## src/rtl/cdc_sync_multi_edge.sv

```systemverilog
// Multi-channel level synchroniser: sync chain, stability filter, mode-qualified
// edge pulses and saturating per-channel event counters.
module cdc_sync_multi_edge #(
  parameter int unsigned   CH          = 8,
  parameter int unsigned   SYNC_STAGES = 2,
  parameter int unsigned   FILT_CYCLES = 4,
  parameter int unsigned   EVT_W       = 8,
  parameter logic [CH-1:0] RESET_VAL   = '0
) (
  input  logic                clk,
  input  logic                reset_n,
  input  logic [CH-1:0]       async_in,
  input  logic [1:0]          mode,
  input  logic                evt_clr,
  output logic [CH-1:0]       sync_out,
  output logic [CH-1:0]       pulse_out,
  output logic [CH*EVT_W-1:0] evt_cnt
);

  localparam int unsigned FW   = (FILT_CYCLES > 1) ? $clog2(FILT_CYCLES) : 1;
  localparam int unsigned FMAX = FILT_CYCLES - 1;

  logic [SYNC_STAGES-1:0][CH-1:0] chain;
  logic [CH-1:0][FW-1:0]          fcnt;
  logic [CH-1:0][EVT_W-1:0]       cnt;
  logic [CH-1:0]                  s;
  logic [CH-1:0]                  lvl_d;
  logic [1:0]                     mode_q;
  logic [CH-1:0]                  rise_c;
  logic [CH-1:0]                  fall_c;
  logic [CH-1:0]                  qual_c;

  assign s       = chain[SYNC_STAGES-1];
  assign evt_cnt = cnt;

  // Plain flop chain, nothing between stages
  always_ff @(posedge clk or negedge reset_n) begin
    if (!reset_n) begin
      for (int k = 0; k < SYNC_STAGES; k++) chain[k] <= RESET_VAL;
    end else begin
      chain[0] <= async_in;
      for (int k = 1; k < SYNC_STAGES; k++) chain[k] <= chain[k-1];
    end
  end

  // Stability filter: sync_out follows s only after FILT_CYCLES consecutive differing cycles
  always_ff @(posedge clk or negedge reset_n) begin
    if (!reset_n) begin
      fcnt     <= '0;
      sync_out <= RESET_VAL;
    end else begin
      for (int i = 0; i < CH; i++) begin
        if (s[i] == sync_out[i]) begin
          fcnt[i] <= '0;
        end else if (fcnt[i] == FW'(FMAX)) begin
          sync_out[i] <= s[i];
          fcnt[i]     <= '0;
        end else begin
          fcnt[i] <= fcnt[i] + FW'(1);
        end
      end
    end
  end

  // Edge qualification uses the registered mode so a mode change never makes a pulse itself
  always_comb begin
    rise_c = sync_out & ~lvl_d;
    fall_c = ~sync_out & lvl_d;
    qual_c = '0;
    case (mode_q)
      2'b01:   qual_c = rise_c;
      2'b10:   qual_c = fall_c;
      2'b11:   qual_c = rise_c | fall_c;
      default: qual_c = '0;
    endcase
  end

  always_ff @(posedge clk or negedge reset_n) begin
    if (!reset_n) begin
      lvl_d     <= RESET_VAL;
      mode_q    <= '0;
      pulse_out <= '0;
    end else begin
      lvl_d     <= sync_out;
      mode_q    <= mode;
      pulse_out <= qual_c;
    end
  end

  // Saturating event counters; clear wins over a coincident event
  always_ff @(posedge clk or negedge reset_n) begin
    if (!reset_n) begin
      cnt <= '0;
    end else if (evt_clr) begin
      cnt <= '0;
    end else begin
      for (int i = 0; i < CH; i++) begin
        if (qual_c[i] && (cnt[i] != '1)) cnt[i] <= cnt[i] + EVT_W'(1);
      end
    end
  end

endmodule

```

## config.mk

```make
export PLATFORM = sky130hd
export DESIGN_NAME = cdc_sync_multi_edge
export DESIGN_NICKNAME = d
export VERILOG_FILES = /design/src/rtl/cdc_sync_multi_edge.sv
export SDC_FILE = /design/constraint.sdc
export NUM_CORES = 1
export LEC_CHECK = 0
export BUFFER_PORTS_ARGS = -buffer_cell sky130_fd_sc_hd__buf_2
export CAP_MARGIN = 5
export CORE_ASPECT_RATIO = 0.5
export CORE_MARGIN = 4
export CORE_UTILIZATION = 40
export CTS_CLUSTER_DIAMETER = 200
export DETAILED_ROUTE_END_ITERATION = 16
export GPL_ROUTABILITY_DRIVEN = 0
export PLACE_DENSITY = 0.73
export SYNTH_ARGS = -nofsm -noshare
export SYNTH_HDL_FRONTEND = slang
export SYNTH_SLANG_ARGS = --single-unit
```

## constraint.sdc

```tcl
create_clock -name clk -period 1.8 [get_ports clk]
set_input_delay 0.36 -clock clk [delete_from_list [all_inputs] [get_ports clk]]
set_output_delay 0.36 -clock clk [all_outputs]
set_load 0.01 [all_outputs]
```

==> results of run 1 <==
==> final cells by class <==
type | instances | area (µm²)
Clock buffer | 17 | 425
Clock inverter | 15 | 165
Fill cell | 1150 | 6140
Inverter | 24 | 90.1
Multi-Input combinational cell | 357 | 2620
Sequential cell | 122 | 3060
Tap cell | 192 | 240
Timing Repair Buffer | 131 | 850
==> kinds of logic after synthesis <==
group                      count (synthesis)
muxes                                      7
buffers and inverters                     39
AOI/OAI and AO/OA                         66
and+or+nand+nor                          213
DFF                                      122
adders and majority gates                 32
xor gates and xnor gates                  39
==> worst paths after layout <==
kind,slack [ns],depth (start not counted),end,start
worst max-delay path,-0.007,7,evt_cnt[44],sync_out[5]
worst min-delay path,0.05,1,chain[6],async_in[6]
worst max register to register,-0.007,7,evt_cnt[44],sync_out[5]
worst min register to register,0.35,0,s[7],chain[7]
max in group asynchronous,0.78,3,sync_out[4],reset_n
min in group asynchronous,0.45,2,evt_cnt[35],reset_n
==> cell usage after synthesis, drive strengths merged, types with 5 or more instances <==
library cell	count	share of area [%]
nand2	44	3.0
buf	6	0.65
nor4	6	0.67
nand3	23	2.1
a211oi	9	1.2
nor3	22	2.0
mux2i	7	1.3
nand4	6	0.67
nand2b	5	0.56
xor2	12	1.9
ha	32	7.2
xnor2	27	4.2
clkbuf	9	0.63
dfrtp	122	55
or2	8	0.90
inv	24	1.6
a21oi	15	1.3
a31oi	8	1.0
and3	5	0.56
o21ai	15	1.4
nor2b	16	1.8
nor2	55	3.7
nor4b	5	0.78
==> where the power goes <==
| group | switching, mW | internal [mW] | leakage, nW |
|---|---|---|---|
| Clock | 1.33 | 2.07 | 0.283 |
| Sequential | 0.300 | 3.24 | 1.60 |
| Combinational | 1.25 | 1.13 | 1.64 |
==> metrics by stage <==
step | hold WS, ns | utilization, % | power [mW]
global placement | 0.333 | 48.0 | 5.69
detailed placement | 0.335 | 48.0 | 5.77
CTS | 0.0393 | 52.7 | 9.26
floorplan | 0.0644 | - | 4.92
finish | 0.0542 | 54.8 | 9.31
global route | 0.0372 | 54.8 | 9.90
==> per-layer routing <==
metal / track usage [%] / up-vias / routed length, µm
met1: 19.0 / 2060 / 5440
li1: - / 2068 / -
met4: 5.29 / 0 / 120
met5: 0 / - / 0
met2: 24.9 / 56 / 6150
met3: 3.54 / 12 / 414
==> sequential cells by signal (all words and copies together) (netlist names) <==
register and count:
fcnt 16, mode_q 2, evt_cnt 64, lvl_d 8, chain 8, pulse_out 8
s 8, sync_out 8
==> what timing repair did <==
| item | in CTS | in global routing |
|---|---|---|
| gates resized for setup | 4 | 37 |
| gates cloned | 0 | 1 |
| setup endpoints to repair | 12 | 38 |
| pin swaps | 2 | 17 |
| endpoints found under the hold margin | 27 | 0 |
| hold buffers | 1 | 0 |
| setup buffers | 1 | 9 |
==> worst max-delay path: stages (launching register included) <==
cell and delay (ns):
dfrtp_2 0.40, inv_2 0.07, ha_4 0.19, nand2b_4 0.14, a21boi_4 0.22, o211ai_1 0.18, or3_1 0.38, a21oi_1 0.14
==> reports/qor.txt, run 1 <==
Pre-antenna DRT Iters = 5
Fin cells = 858
Cell count after synthesis = 518
Initial Utilization = 41.1%
Via count = 4196
Nets = 698
CTS H-tree lvls = 4
Pin count of the biggest net entering global routing = 33
Top-Level Pins = 93
WP data required = 2.13 ns
N_diodes = 0
Routed len/inst = 14.1 µm
Detail Placement HPWL = 8230 µm
Tightest Hold Check Type = input port to register
TritonCTS clock tree = built
Post-Route WL = 12100 µm
Relative slew slack = 65.8%
Clock latency on the worst-skew pair = 0.41 ns
Worst Setup End Kind = register
Pre-CTS WS = -0.0346 ns
Die H = 91.5 µm
Endpoints failing setup = 2
Startpoint types = register
Most common cell after layout, fill and taps aside = dfrtp_1
Routed Antenna Nets = 0
Worst-case clock buffer depth = 2
I/O Buffers = 92
Post-synth EDFFs = 0
Chip width = 175 µm
Clock-pin slew on the worst setup and hold paths = 0.06 ns
Post-route cell area = 0.00745 mm²
Total core area = 0.0136 mm²
Most frequent cells in the layout = dfrtp_1, buf_2, nor2_1, nand2_1
Final Max Slew Viols = 0
Largest family of logic cells by synthesized area = simple AND/OR/NAND/NOR gates
Fin worst setup slack = -0.00660 ns
Status = complete, but fails checks
Area Overhead vs Synth = 33.4%
Die area = 0.0160 mm²
Max-Cap Viols = 0
Syn nets = 563
Row cnt = 30
Fin. Hold Viols = 0
Kind of critical path = register to register
Leak = 3.52 nW
Final period utilization = 100%
Top FF cell, synth = dfrtp_1
Fin crit period = 1.81 ns
Mux cell area share after synthesis = 1.26%
Dpl cell area = 0.00653 mm²
Register area share after synthesis = 54.7%
Slew @ Worst Pin = 0.510 ns
CP Data Arrival Time = 2.13 ns
Fmax = 554 MHz
DRC viols = 0
Cell area after synthesis = 0.00558 mm²
Failing checks = setup timing
Clock Sinks = 122
Worst Path Max Fanout = 4
Total gr overflow = 0
Setup TNS Final = -0.00760 ns
Synth Area in Compound Gates = 8.61%
Simple-gate share of the synthesized area = 19.3%
Pwr dens = 1250 mW/mm²
Dpl cells = 814
Clock skew = 0.00795 ns
Initial drt markers = 179
Initial antenna violation count = 0
Post-synthesis register bit count = 122
Peak VDD IR = 0.633 mV
GRT Total Usage = 14.9%
Synthesized area per cell = 10.8 µm²
RSZ-0062 raised after global routing = yes
CTS Buf Count = 17
Synth unique cells = 52
Via-to-Cell Ratio = 4.89
Post-synth ARST share = 100%
First-pass GRT wire length = 19500 µm
Share of cells above drive strength 1 = 32.0%
Vias in the first global route = 3943
Synth Area in Adders = 7.17%
Xor and xnor area share after synthesis = 6.12%
Root Driver = clkbuf_16
Synth warnings = 0
Power figures use the tool's default switching activity.
==> run 2, diff against run 1 <==
--- a/config.mk
+++ b/config.mk
@@ -14,6 +14,7 @@
 export DETAILED_ROUTE_END_ITERATION = 16
 export GPL_ROUTABILITY_DRIVEN = 0
 export PLACE_DENSITY = 0.73
+export RECOVER_POWER = 25
 export SYNTH_ARGS = -nofsm -noshare
 export SYNTH_HDL_FRONTEND = slang
 export SYNTH_SLANG_ARGS = --single-unit
==> reports/qor.txt, run 2 (synthesized netlist as in run 1, its figures left out) <==
Vias in the first global route = 3943 (unchanged)
Most frequent cells in the layout = dfrtp_1, buf_2, nor2_1, nand2_1, ha_1 (was dfrtp_1, buf_2, nor2_1, nand2_1)
Startpoint types = register (unchanged)
Root Driver = clkbuf_16 (unchanged)
Total core area = 0.0136 mm² (unchanged)
Worst-case clock buffer depth = 2 (unchanged)
WP data required = 2.13 ns (about the same)
Via count = 4204 (was 4196)
Share of cells above drive strength 1 = 30.9% (was 32.0%)
GRT Total Usage = 14.9% (unchanged)
Routed len/inst = 14.1 µm (about the same)
Fin worst setup slack = -0.00643 ns (was -0.00660 ns)
Core Util, Final = 54.6% (was 54.8%)
Status = complete, but fails checks (unchanged)
DRC viols = 0 (unchanged)
Failing checks = setup timing (unchanged)
Pre-CTS WS = -0.0346 ns (unchanged)
Area Overhead vs Synth = 32.9% (was 33.4%)
Fmax = 554 MHz (about the same)
Pwr dens = 1250 mW/mm² (about the same)
Final period utilization = 100% (about the same)
Slew @ Worst Pin = 0.913 ns (was 0.510 ns)
Top-Level Pins = 93 (unchanged)
Worst Setup End Kind = register (unchanged)
Clock skew = 0.00797 ns (was 0.00795 ns)
Row cnt = 30 (unchanged)
Tightest Hold Check Type = input port to register (unchanged)
Initial antenna violation count = 0 (unchanged)
Peak VDD IR = 0.634 mV (was 0.633 mV)
RSZ-0062 raised after global routing = yes (unchanged)
Fin. Hold Viols = 0 (unchanged)
Max incr delay on CP = 0.40 ns (about the same)
Kind of critical path = register to register (unchanged)
Clock-pin slew on the worst setup and hold paths = 0.06 ns (about the same)
Post-Route WL = 12100 µm (about the same)
Initial drt markers = 208 (was 179)
Total gr overflow = 0 (unchanged)
CTS Buf Count = 17 (unchanged)
Leak = 3.50 nW (was 3.52 nW)
Clock Sinks = 122 (unchanged)
Detail Placement HPWL = 8230 µm (unchanged)
Clock latency on the worst-skew pair = 0.41 ns (about the same)
CTS H-tree lvls = 4 (unchanged)
Setup slack, reg-to-reg = -0.006 ns (was -0.007 ns)
Fin crit period = 1.81 ns (about the same)
Die area = 0.0160 mm² (unchanged)
CP Data Arrival Time = 2.13 ns (about the same)
Post-route cell area = 0.00742 mm² (was 0.00745 mm²)
Initial Utilization = 41.1% (unchanged)
TritonCTS clock tree = built (unchanged)
N_diodes = 0 (unchanged)
Via-to-Cell Ratio = 4.90 (was 4.89)
Final Max Slew Viols = 0 (unchanged)
Pre-antenna DRT Iters = 5 (unchanged)
Dpl cell area = 0.00653 mm² (unchanged)
Chip width = 175 µm (unchanged)
Critical path's slowest cell = dfrtp_2 (unchanged)
Max reg flops = 64 (unchanged)
Worst Path Max Fanout = 4 (unchanged)
Die H = 91.5 µm (unchanged)
Most common cell after layout, fill and taps aside = dfrtp_1 (unchanged)
I/O Buffers = 92 (unchanged)
Routed Antenna Nets = 0 (unchanged)
Nets = 698 (unchanged)
Relative slew slack = 39.1% (was 65.8%)
Max-Cap Viols = 0 (unchanged)
First-pass GRT wire length = 19500 µm (unchanged)
Pin count of the biggest net entering global routing = 33 (unchanged)
Endpoints failing setup = 2 (unchanged)
CP cell instances = inv_2, ha_4, nand2b_4, a21boi_4, o211ai_1, or3_1, a21oi_1 (unchanged)
## run 2: routing by layer
metal / wire [µm] / track usage (%) / up-vias
met5: 0 / 0 / -
li1: - / - / 2069
met1: 5440 / 19.0 / 2063
met3: 422 / 3.54 / 12
met4: 120 / 5.29 / 0
met2: 6150 / 24.9 / 60
## run 2: final timing paths
path                                     to        start  cells after the start
worst min register to register         s[7]     chain[7]                      0
max in group asynchronous       sync_out[4]      reset_n                      3
worst max-delay path            evt_cnt[44]  sync_out[5]                      7
worst min-delay path               chain[3]  async_in[3]                      1
min in group asynchronous       evt_cnt[35]      reset_n                      2
worst max register to register  evt_cnt[44]  sync_out[5]                      7
## run 2: power breakdown
group | internal [mW] | switching (mW) | total, mW | leakage (nW)
sequential | 3.24 | 0.299 | 3.54 | 1.60
combinational | 1.07 | 1.25 | 2.33 | 1.61
clock | 2.07 | 1.32 | 3.39 | 0.283
total | 6.38 | 2.87 | 9.25 | 3.50
## run 2: layout make-up
cell class	instances	area [µm²]
clock buffers	17	425
clock inverters	15	165
fillers	1158	6170
inverters	24	90.1
multi-input cells	357	2620
flip-flops and latches	122	3060
well taps	192	240
repair buffers	131	821
## run 2: timing repair
| action | 4_1_cts | 5_1_grt |
|---|---|---|
| cloned | 0 | 1 |
| gates resized for setup | 4 | 37 |
| endpoints found under the setup margin | 12 | 38 |
| hold endpoints to repair | 27 | 0 |
| hold buffers | 1 | 0 |
| pin swaps | 2 | 17 |
| setup buffers | 1 | 9 |
## run 2: per-stage QoR
step                hold slack, ns  total power, mW  instances  setup TNS [ns]
detailed placement           0.335             5.77        814          -0.171
global placement             0.333             5.69        814               0
floorplan                   0.0644             4.92        518         -0.0352
finish                      0.0543             9.25        858        -0.00731
CTS                         0.0393             9.26        848         -0.0208
global route                0.0372             9.84        858          -0.353
## run 2: worst max-delay path, delay by kind of cell (launching register included)
family	cells	cell delay, ns
adder cells (fa/ha/maj)	1	0.19
AO/OA/AOI/OAI	3	0.54
buffers and inverters	1	0.07
AND/OR/NAND/NOR	2	0.52
flip-flops	1	0.40
